===== src/rtl/regfile_pkg.sv =====
// rtl/regfile_pkg.sv - shared defaults, clear-FSM state type and width helper for the banked register file
package regfile_pkg;
   localparam int XLEN_DEF  = 32;
   localparam int NREGS_DEF = 32;
   localparam int NBANK_DEF = 2;
   localparam int NRD_DEF   = 2;

   typedef enum logic {IDLE = 1'b0, CLEAR = 1'b1} clr_state_t;

   function automatic int idx_width(input int n);
      return (n > 1) ? $clog2(n) : 1;
   endfunction
endpackage


===== src/rtl/regfile_mbank_if.sv =====
// rtl/regfile_mbank_if.sv - read/write/clear bus between the PE pipeline and the banked register file
interface regfile_mbank_if
   import regfile_pkg::*;
#(
   parameter int XLEN  = XLEN_DEF,
   parameter int NREGS = NREGS_DEF,
   parameter int NRD   = NRD_DEF,
   parameter int NBANK = NBANK_DEF
);
   localparam int AW = idx_width(NREGS);
   localparam int BW = idx_width(NBANK);

   logic [BW-1:0]       bank_sel;
   logic [NRD-1:0]      rd_en;
   logic [NRD*AW-1:0]   rd_addr;
   logic [NRD*XLEN-1:0] rd_data;
   logic [NRD-1:0]      rd_valid;
   logic                wr_en;
   logic [BW-1:0]       wr_bank;
   logic [AW-1:0]       wr_addr;
   logic [XLEN-1:0]     wr_data;
   logic                wr_drop;
   logic                clr_req;
   logic [BW-1:0]       clr_bank;
   logic                clr_busy;
   logic                clr_done;

   modport master (
      output bank_sel, rd_en, rd_addr, wr_en, wr_bank, wr_addr, wr_data, clr_req, clr_bank,
      input  rd_data, rd_valid, wr_drop, clr_busy, clr_done
   );

   modport slave (
      input  bank_sel, rd_en, rd_addr, wr_en, wr_bank, wr_addr, wr_data, clr_req, clr_bank,
      output rd_data, rd_valid, wr_drop, clr_busy, clr_done
   );
endinterface


===== src/rtl/regfile_bank.sv =====
// rtl/regfile_bank.sv - one register context; clear write takes the single write port over the normal write
module regfile_bank
   import regfile_pkg::*;
#(
   parameter int  XLEN  = XLEN_DEF,
   parameter int  NREGS = NREGS_DEF,
   localparam int AW    = idx_width(NREGS)
) (
   input  logic                  clk,
   input  logic                  rst_n,
   input  logic                  we_i,
   input  logic [AW-1:0]         waddr_i,
   input  logic [XLEN-1:0]       wdata_i,
   input  logic                  clr_i,
   input  logic [AW-1:0]         clr_addr_i,
   output logic [NREGS*XLEN-1:0] regs_o
);
   logic [NREGS*XLEN-1:0] regs_q;
   logic [AW-1:0]         addr;
   logic [XLEN-1:0]       data;

   assign addr = clr_i ? clr_addr_i : waddr_i;
   assign data = clr_i ? '0 : wdata_i;

   always_ff @(posedge clk or negedge rst_n) begin
      if (!rst_n) begin
         regs_q <= '0;
      end else if (clr_i || we_i) begin
         regs_q[int'(addr)*XLEN +: XLEN] <= data;
      end
   end

   assign regs_o = regs_q;
endmodule


===== src/rtl/regfile_mbank.sv =====
// rtl/regfile_mbank.sv - NBANK register contexts with NRD registered read ports, write bypass and a bank-clear engine
module regfile_mbank
   import regfile_pkg::*;
#(
   parameter int XLEN    = XLEN_DEF,
   parameter int NREGS   = NREGS_DEF,
   parameter int NRD     = NRD_DEF,
   parameter int NBANK   = NBANK_DEF,
   parameter bit ZERO_R0 = 1'b1
) (
   input  logic           clk,
   input  logic           rst_n,
   regfile_mbank_if.slave bus
);
   localparam int AW = idx_width(NREGS);
   localparam int BW = idx_width(NBANK);

   logic [NREGS*XLEN-1:0] bank_regs [NBANK];

   clr_state_t    state_q, state_d;
   logic [AW-1:0] idx_q, idx_d;
   logic [BW-1:0] clr_bank_q, clr_bank_d;
   logic          done_q, done_d;
   logic          clr_we;
   logic          busy;
   logic          wr_r0, wr_hit_clr, wr_ok, drop_q;

   assign busy       = (state_q == CLEAR);
   assign wr_r0      = ZERO_R0 && (bus.wr_addr == '0);
   // Writes into the bank being cleared are lost; r0 writes are silently ignored, not counted as drops.
   assign wr_hit_clr = bus.wr_en && busy && (bus.wr_bank == clr_bank_q) && !wr_r0;
   assign wr_ok      = bus.wr_en && !wr_hit_clr && !wr_r0;

   for (genvar b = 0; b < NBANK; b++) begin : g_bank
      regfile_bank #(.XLEN(XLEN), .NREGS(NREGS)) u_bank (
         .clk        (clk),
         .rst_n      (rst_n),
         .we_i       (wr_ok && (bus.wr_bank == BW'(b))),
         .waddr_i    (bus.wr_addr),
         .wdata_i    (bus.wr_data),
         .clr_i      (clr_we && (clr_bank_q == BW'(b))),
         .clr_addr_i (idx_q),
         .regs_o     (bank_regs[b])
      );
   end

   always_comb begin
      state_d    = state_q;
      idx_d      = idx_q;
      clr_bank_d = clr_bank_q;
      done_d     = 1'b0;
      clr_we     = 1'b0;
      case (state_q)
         IDLE: begin
            if (bus.clr_req) begin
               state_d    = CLEAR;
               clr_bank_d = bus.clr_bank;
               idx_d      = '0;
            end
         end
         CLEAR: begin
            clr_we = 1'b1;
            idx_d  = idx_q + 1'b1;
            if (idx_q == AW'(NREGS - 1)) begin
               state_d = IDLE;
               done_d  = 1'b1;
               idx_d   = '0;
            end
         end
         default: state_d = IDLE;
      endcase
   end

   always_ff @(posedge clk or negedge rst_n) begin
      if (!rst_n) begin
         state_q    <= IDLE;
         idx_q      <= '0;
         clr_bank_q <= '0;
         done_q     <= 1'b0;
         drop_q     <= 1'b0;
      end else begin
         state_q    <= state_d;
         idx_q      <= idx_d;
         clr_bank_q <= clr_bank_d;
         done_q     <= done_d;
         drop_q     <= wr_hit_clr;
      end
   end

   for (genvar p = 0; p < NRD; p++) begin : g_port
      logic [AW-1:0]   addr;
      logic [XLEN-1:0] data_d, data_q;
      logic            valid_q;

      assign addr = bus.rd_addr[p*AW +: AW];

      // The bank under clear reads as zero even for entries the engine has not reached yet.
      always_comb begin
         data_d = bank_regs[bus.bank_sel][int'(addr)*XLEN +: XLEN];
         if (busy && (bus.bank_sel == clr_bank_q)) data_d = '0;
         if (wr_ok && (bus.wr_bank == bus.bank_sel) && (bus.wr_addr == addr)) data_d = bus.wr_data;
         if (ZERO_R0 && (addr == '0)) data_d = '0;
      end

      always_ff @(posedge clk or negedge rst_n) begin
         if (!rst_n) begin
            data_q  <= '0;
            valid_q <= 1'b0;
         end else begin
            valid_q <= bus.rd_en[p];
            if (bus.rd_en[p]) data_q <= data_d;
         end
      end

      assign bus.rd_data[p*XLEN +: XLEN] = data_q;
      assign bus.rd_valid[p]             = valid_q;
   end

   assign bus.wr_drop  = drop_q;
   assign bus.clr_busy = busy;
   assign bus.clr_done = done_q;
endmodule


===== src/flat_wrapper.sv =====
// flat-port wrapper written by rule: the top's interface ports become plain ports
module regfile_mbank_flat import regfile_pkg::*;
#(
   parameter int XLEN    = XLEN_DEF,
   parameter int NREGS   = NREGS_DEF,
   parameter int NRD     = NRD_DEF,
   parameter int NBANK   = NBANK_DEF,
   parameter bit ZERO_R0 = 1'b1
)
  (clk, rst_n, bus_bank_sel, bus_rd_en, bus_rd_addr, bus_wr_en, bus_wr_bank, bus_wr_addr, bus_wr_data, bus_clr_req, bus_clr_bank, bus_rd_data, bus_rd_valid, bus_wr_drop, bus_clr_busy, bus_clr_done);
  regfile_mbank_if #(.XLEN(XLEN), .NREGS(NREGS), .NRD(NRD), .NBANK(NBANK)) bus_i ();
  input  logic clk;
  input  logic rst_n;
  input wire logic [$bits(bus_i.bank_sel)-1:0] bus_bank_sel;
  input wire logic [$bits(bus_i.rd_en)-1:0] bus_rd_en;
  input wire logic [$bits(bus_i.rd_addr)-1:0] bus_rd_addr;
  input wire logic [$bits(bus_i.wr_en)-1:0] bus_wr_en;
  input wire logic [$bits(bus_i.wr_bank)-1:0] bus_wr_bank;
  input wire logic [$bits(bus_i.wr_addr)-1:0] bus_wr_addr;
  input wire logic [$bits(bus_i.wr_data)-1:0] bus_wr_data;
  input wire logic [$bits(bus_i.clr_req)-1:0] bus_clr_req;
  input wire logic [$bits(bus_i.clr_bank)-1:0] bus_clr_bank;
  output wire logic [$bits(bus_i.rd_data)-1:0] bus_rd_data;
  output wire logic [$bits(bus_i.rd_valid)-1:0] bus_rd_valid;
  output wire logic [$bits(bus_i.wr_drop)-1:0] bus_wr_drop;
  output wire logic [$bits(bus_i.clr_busy)-1:0] bus_clr_busy;
  output wire logic [$bits(bus_i.clr_done)-1:0] bus_clr_done;
  assign bus_i.bank_sel = bus_bank_sel;
  assign bus_i.rd_en = bus_rd_en;
  assign bus_i.rd_addr = bus_rd_addr;
  assign bus_i.wr_en = bus_wr_en;
  assign bus_i.wr_bank = bus_wr_bank;
  assign bus_i.wr_addr = bus_wr_addr;
  assign bus_i.wr_data = bus_wr_data;
  assign bus_i.clr_req = bus_clr_req;
  assign bus_i.clr_bank = bus_clr_bank;
  assign bus_rd_data = bus_i.rd_data;
  assign bus_rd_valid = bus_i.rd_valid;
  assign bus_wr_drop = bus_i.wr_drop;
  assign bus_clr_busy = bus_i.clr_busy;
  assign bus_clr_done = bus_i.clr_done;
  regfile_mbank #(.XLEN(XLEN), .NREGS(NREGS), .NRD(NRD), .NBANK(NBANK), .ZERO_R0(ZERO_R0)) u_core (.clk(clk), .rst_n(rst_n), .bus(bus_i));
endmodule

===== config.mk =====
export PLATFORM = sky130hd
export DESIGN_NAME = regfile_mbank_flat
export DESIGN_NICKNAME = d
export VERILOG_FILES = /design/src/rtl/regfile_pkg.sv /design/src/rtl/regfile_mbank_if.sv /design/src/rtl/regfile_bank.sv /design/src/rtl/regfile_mbank.sv /design/src/flat_wrapper.sv
export SDC_FILE = /design/constraint.sdc
export NUM_CORES = 2
export LEC_CHECK = 0
export CAP_MARGIN = 15
export CORE_MARGIN = 2
export CORE_UTILIZATION = 25
export CTS_BUF_LIST = sky130_fd_sc_hd__clkbuf_4
export DETAILED_ROUTE_END_ITERATION = 8
export HOLD_SLACK_MARGIN = 0.12
export PLACE_DENSITY = 0.49
export SYNTH_ARGS = -nofsm -noshare
export SYNTH_HDL_FRONTEND = slang
export SYNTH_SLANG_ARGS = --single-unit

===== constraint.sdc =====
create_clock -name clk -period 4.9 [get_ports clk]
set_input_delay 0.49 -clock clk [delete_from_list [all_inputs] [get_ports clk]]
set_output_delay 0.49 -clock clk [all_outputs]
set_load 0.03 [all_outputs]

# Word-level counts from Yosys, hierarchy flattened
# Cells that the tools add are included.
# word_totals
output_inout_bits	69
in_bits	56
ff_bits	2123
elab_cells	77
# classes
n_bitwise	4
order_cmp	1
n_eq_ne	7
mux	24
reduce_logical	21
n_addsub	3
shift	6
# op_table
operator	count
$mux 1024	3
$bwmux 1024	2
$shift 32x33->1024 const A	2
$shiftx 1024x11->32	2
$shiftx 32x33->1024	2
$mux 32	8
$neg 10->33	2
$mux 5	4
$logic_not 5->1	3
$logic_and 1x1->1	13
$eq 5x5->1	2
$pmux 5 s2	1
$add 5x1->5 const B	1
$eq 5x5->1 const B	1
$mux 1	5
$eq 1x1->1	3
$not 1->1	3
$ge 2x2->1 const B	1
$logic_not 1->1	2
$logic_or 1x1->1	2
$ne 2x2->1 const B	1
$not 1->2	1
$pmux 1 s2	1
$reduce_and 2->1	1

# Longest topological paths before layout
# depth
word_depth	10
depth_mapped	14
ltp_nobuf	9

# Cells and area by module
# From an unflattened synthesis, not the netlist that was laid out.
# hier_totals
hier_cells	8904
area_unflattened_um2	119359.5
# by_module_without_submodules
mod	n_inst	cells_per_inst	area_each_um2	seq_area_each_um2
regfile_bank (u_core.g_bank[0].u_bank)	1	3897	43168.9	25624.6
regfile_bank (u_core.g_bank[1].u_bank)	1	2695	40380.0	25624.6
regfile_mbank	1	2312	35810.6	1876.8

# Least setup slack after synthesis
# Ideal clock, no wire load.
# synth_path
path_type	reg2reg
startpoint	register u_core.state_q, in the netlist u_core.bus.clr_busy
endpoint	register u_core.g_bank[0].u_bank.regs_q[831]
slack_ns	1.443
required_ns	4.805
arrival_time_ns	3.362
synth_period_minus_slack_ns	3.457
path_stages_with_launch	13
setup_time_ns	0.095
path_buffers	4
path_cell_list	dfrtp_1 nand2b_1 buf_2 buf_6 mux2_2 nor3_1 ha_1 a21oi_1 nand4_1 or2_2 clkbuf_1 buf_2 o31ai_1
# synth_via
elab_chain_cells	8
elab_cells_between_ends	16
classes_between	add/sub (1); shift (2); mux (4); reduce/logical (9)
# synth_lines
item	line	text
start: declaration	regfile_mbank.sv:20	clr_state_t state_q, state_d;
start signal: assignment	regfile_mbank.sv:82	state_q <= state_d;
branches (longest 8 deep; another with $neg 10->33)	n/a	
end signal: indexed assignment	regfile_bank.sv:29	regs_q[int'(addr)*XLEN +: XLEN] <= data;
end: declaration	regfile_bank.sv:18	logic [NREGS*XLEN-1:0] regs_q;
# Several ways; the timed one is not identified.
# A chain may end at the register's enable or synchronous reset.

# Worst setup path in the final report
# layout_path
startpoint	input bus_wr_addr[3]
endpoint	register u_core.g_port[0].data_q[15]
# layout_via
elab_chain_cells	10
elab_cells_between_ends	11
classes_between	eq/ne (1); mux (2); reduce/logical (8)
# layout_lines
item	line	text
start: declaration	flat_wrapper.sv:19	input wire logic [$bits(bus_i.wr_addr)-1:0] bus_wr_addr;
$logic_not 5->1	regfile_mbank.sv:29	assign wr_r0 = ZERO_R0 && (bus.wr_addr == '0);
$logic_not 1->1	regfile_mbank.sv:31, regfile_mbank.sv:32	
$logic_and 1x1->1	regfile_mbank.sv:31	assign wr_hit_clr = bus.wr_en && busy && (bus.wr_bank == clr_bank_q) && !wr_r0;
$logic_not 1->1	regfile_mbank.sv:32	assign wr_ok = bus.wr_en && !wr_hit_clr && !wr_r0;
$logic_and 1x1->1 (2 in a row)	regfile_mbank.sv:32	
$logic_and 1x1->1	regfile_mbank.sv:101	if (wr_ok && (bus.wr_bank == bus.bank_sel) && (bus.wr_addr == addr)) data_d = bus.wr_data;
$logic_and 1x1->1 (*)	regfile_mbank.sv:101	
$mux 32 (*)	regfile_mbank.sv:101	
$mux 32 (*)	regfile_mbank.sv:102	if (ZERO_R0 && (addr == '0)) data_d = '0;
end signal: assignment	regfile_mbank.sv:111	if (bus.rd_en[p]) data_q <= data_d;
end: declaration	regfile_mbank.sv:92	logic [XLEN-1:0] data_d, data_q;
# Mark *: on every way between the ends. The rest lies on a longest branch, timed or not.

==> metrics.yaml <==
path_max_fanout: 13
ys_seq_area_share_pct: 45.4
crit_end: "u_core.g_port[0].data_q[15]"
ys_ff_latch: 2123
cts_tree: "done"
static-leakage-power_uw: 0.0557
drive_gt1_share_pct: 27.5
fillers: 48400
cp-startpoint: "bus_wr_addr[3]"
drv_cap: 0
arrival_ns: 5.99
drc: 0
cts_resized: 0
relSlewSlack_pct: 13.6
r2r-end: "u_core.g_bank[0].u_bank.regs_o[554]"
vias: 99700
port_buffers: 124
dieArea_sq_um: 474000
holdCritPathClass: "in2reg"
drtIter0Drc: 13100
tightestPinTransition_ns: 1.29
worstSkewPairLatency_ns: 1.61
die_h_um: 688
clk_pin_slew_worst_paths_ns: 0.06
synth_area_sq_um: 117000
synth_nets: 10200
ant_nets: 0
gp_congestion: 0.913
gr-total-overflow: 0
rows: 251
slew_violations: 0
p_sw_share_pct: 44.4
p_clk_share_pct: 29.2
status: "completed"
setup_tns_ns: 0
first_pass_iters: 9
io_pins: 125
htreeDepth: 6
p_int_uw: 33000
post-cts-setup-buffers: 0
grt_antenna_before_repair: 56
reg2regPathDepth: 12
clk_path_buf_depth: 4
crit_slowest_cell: "dlygate4sd3_1"
worst_setup_path_end_kind: "flop"
rsz0062_at_grt: "false"
regToRegStartpoint: "u_core.clr_bank_q"
syn_area_per_cell_sq_um: 11.5
switchingPower_uw: 26300
gr-usage-all-layers_pct: 23.7
hold_buffers: 104
grt_pass1_vias: 97400
max_freq_ghz: 0.221
core_sq_um: 467000
whs_ns: 0.291
pwr-share-seq_pct: 34.6
cpMostUsedCell: "dlygate4sd3_1"
die_x_um: 688
areaGrowthSynthToFinish_pct: 16.3
synthCells: 10200
crit_chain: "dlygate4sd3_1 -> clkdlybuf4s50_1 -> buf_4 -> xnor2_1 -> nand3_1 -> dlygate4sd3_1 -> o31ai_4 -> nor2_1 -> buf_4 -> a22oi_1 -> o21ai_0 -> dlygate4sd3_1"
grt_max_degree: 122
min_period_ns: 4.53
wl_um: 574000
start_kind: "input port"
place_hpwl_um: 364000
wl_per_cell_um: 33.8
crit_required_ns: 6.36
clock-root-buffer: "clkbuf_4"
nets: 10400
max_stage_delay_ns: 0.89
via_per_inst: 5.87
setup_viol: 0
max-vdd-ir-drop_uv: 349
synth_flop_cell: "dfrtp_1"
combPwrFrac_pct: 36.2
postSynth.asyncResetShare_pct: 100
worstSetupPathType: "in2reg"
power_density_nw_per_um2: 436
start_util_pct: 25.1
synth_edf_count: 0
grt_pass1_wl_um: 798000
ff2ff_setup_slack_ns: 0.48
final_hold_viol_count: 0
clock-sinks: 2123
yosys.cell_types.count: 75
ys_warn_count: 0
finClkSkew_ns: 0.0732
min_period_over_period_pct: 92.5
numCtsBuffers: 622
-- synthesized netlist by cell type, drive strengths merged (5+ instances only) --
master	count	area (sq um)
nor3	81	417
o2111ai	5	43.8
o22ai	88	551
mux2i	321	3210
and3	17	106
dfrtp	2123	53100
a221o	10	100
o31ai	1626	12200
a21oi	40	200
a32oi	11	96.3
a211o	5	43.8
nor2b	72	450
o211ai	30	230
a31oi	31	194
a21o	12	90.1
mux4	977	22000
or2	18	113
a2111oi	9	78.8
nand3	45	225
buf	377	1930
a221oi	7	61.3
a311oi	24	210
inv	16	60.1
clkbuf	855	3210
a22o	11	96.3
a22oi	119	893
a211oi	156	1190
mux2	393	4430
o32ai	5	43.8
xnor2	16	140
and2	121	757
nand4	9	56.3
o221ai	31	272
nand2b	17	106
or3	20	125
nor2	449	1690
o21ai	443	2220
nor4	7	43.8
nand2	1528	5740
-- placed cells by master, fill, tap and decap left out, types with 12 or more instances in the layout --
cell type,Yosys,routed
clkbuf_4,0,896
clkinv_2,0,15
o21ai_0,411,410
o21ai_1,31,29
nand2_1,1527,1445
dlygate4sd3_1,0,103
nor3_1,80,80
o22ai_1,88,88
a211oi_1,154,154
clkinv_1,3,97
a21o_1,12,12
and3_1,17,17
o211ai_1,29,29
dfrtp_1,2123,2123
nand3_4,0,13
nand2_2,1,83
mux2_1,118,118
mux4_2,977,977
a22oi_1,119,119
inv_2,2,21
o31ai_1,1626,1624
or3_4,0,16
nor2b_1,72,67
clkdlybuf4s50_1,0,112
and2_1,118,117
nor2_1,449,441
a21oi_1,40,38
nand2b_1,17,13
nand3_1,45,28
mux2_2,275,275
or2_2,14,17
a31oi_1,31,31
a311oi_1,24,24
diode_2,0,18
o221ai_1,31,31
buf_4,38,429
mux2i_1,321,321
buf_12,0,130
xnor2_1,16,16
-- metrics by stage --
step	setup WS (ns)	util, %	total power (uW)	instance area [sq um]	instances
finish	0.368	29.2	59400	136000	17000
global route	0.333	29.2	60800	136000	17000
CTS	0.589	29.2	58800	136000	17000
detailed placement	0.340	27.3	41400	128000	15800
global placement	0.389	27.3	41300	128000	15800
floorplan	1.44	-	29800	117000	10200
-- cells by family after synthesis --
kind of cell             Yosys count  synth area share, %
AO/OA/AOI/OAI                   2682                 16.2
XOR/XNOR                          18                0.135
adder cells (fa/ha/maj)            4               0.0427
buffers and inverters           1251                 4.45
flip-flops                      2123                 45.4
multiplexers                    1691                 25.3
AND/OR/NAND/NOR                 2398                 8.50
-- how the worst min path moves through the flow --
| stage | from | endpoint | slack [ns] | cells past startpoint |
|---|---|---|---|---|
| floorplan | rst_n | u_core.bus.clr_busy | 0.19 | 0 |
| global placement | u_core.g_bank[0].u_bank.regs_o[745] | u_core.g_bank[0].u_bank.regs_o[745] | 0.47 | 2 |
| detailed placement | u_core.g_bank[0].u_bank.regs_o[210] | u_core.g_bank[0].u_bank.regs_o[210] | 0.48 | 2 |
| CTS | bus_wr_data[29] | u_core.g_port[1].data_q[29] | 0.14 | 4 |
| global route | bus_wr_data[16] | u_core.g_port[1].data_q[16] | 0.32 | 4 |
| finish | bus_wr_data[18] | u_core.g_port[0].data_q[18] | 0.29 | 4 |
-- critical path: cells and delay by family --
family,cells,cell delay (ns)
AO/OA/AOI/OAI,3,1.81
XOR/XNOR,1,0.13
AND/OR/NAND/NOR,2,0.35
buffers and inverters,6,3.18
-- flip-flops by register name (all words and copies together), names as in the netlist --
signal	flops
u_core.bus.clr_busy	1
u_core.bus.clr_done	1
u_core.bus.wr_drop	1
u_core.clr_bank_q	1
u_core.g_bank.u_bank.regs_o	2048
u_core.g_port.data_q	64
u_core.g_port.valid_q	2
u_core.idx_q	5
-- per-layer routing --
layer	track usage [%]	vias up	part of all wire, %
li1	-	39500	-
met5	0	-	0.065
met4	13.3	52	6.1
met2	36.0	6442	44
met1	29.9	52100	38
met3	7.04	1608	11
-- power groups by stage --
stage | Combinational (uW) | Sequential (uW) | Clock, uW
floorplan | 9310 | 20500 | 0
global placement | 20500 | 20700 | 0
detailed placement | 20600 | 20800 | 0
CTS | 20800 | 20500 | 17600
global route | 21700 | 20700 | 18500
finish | 21500 | 20500 | 17300
-- area by class of cell --
cell class | instances | area, sq um | share of cell area [%]
Tap cell | 6198 | 7750 | 5.69
Sequential cell | 2123 | 53100 | 39.0
Clock buffer | 895 | 6720 | 4.93
Antenna cell | 18 | 45.0 | 0.0331
Multi-Input combinational cell | 6793 | 59400 | 43.6
Inverter | 19 | 88.8 | 0.0652
Clock inverter | 148 | 865 | 0.634
Timing Repair Buffer | 791 | 8220 | 6.03
Power figures use the tool's default switching activity.
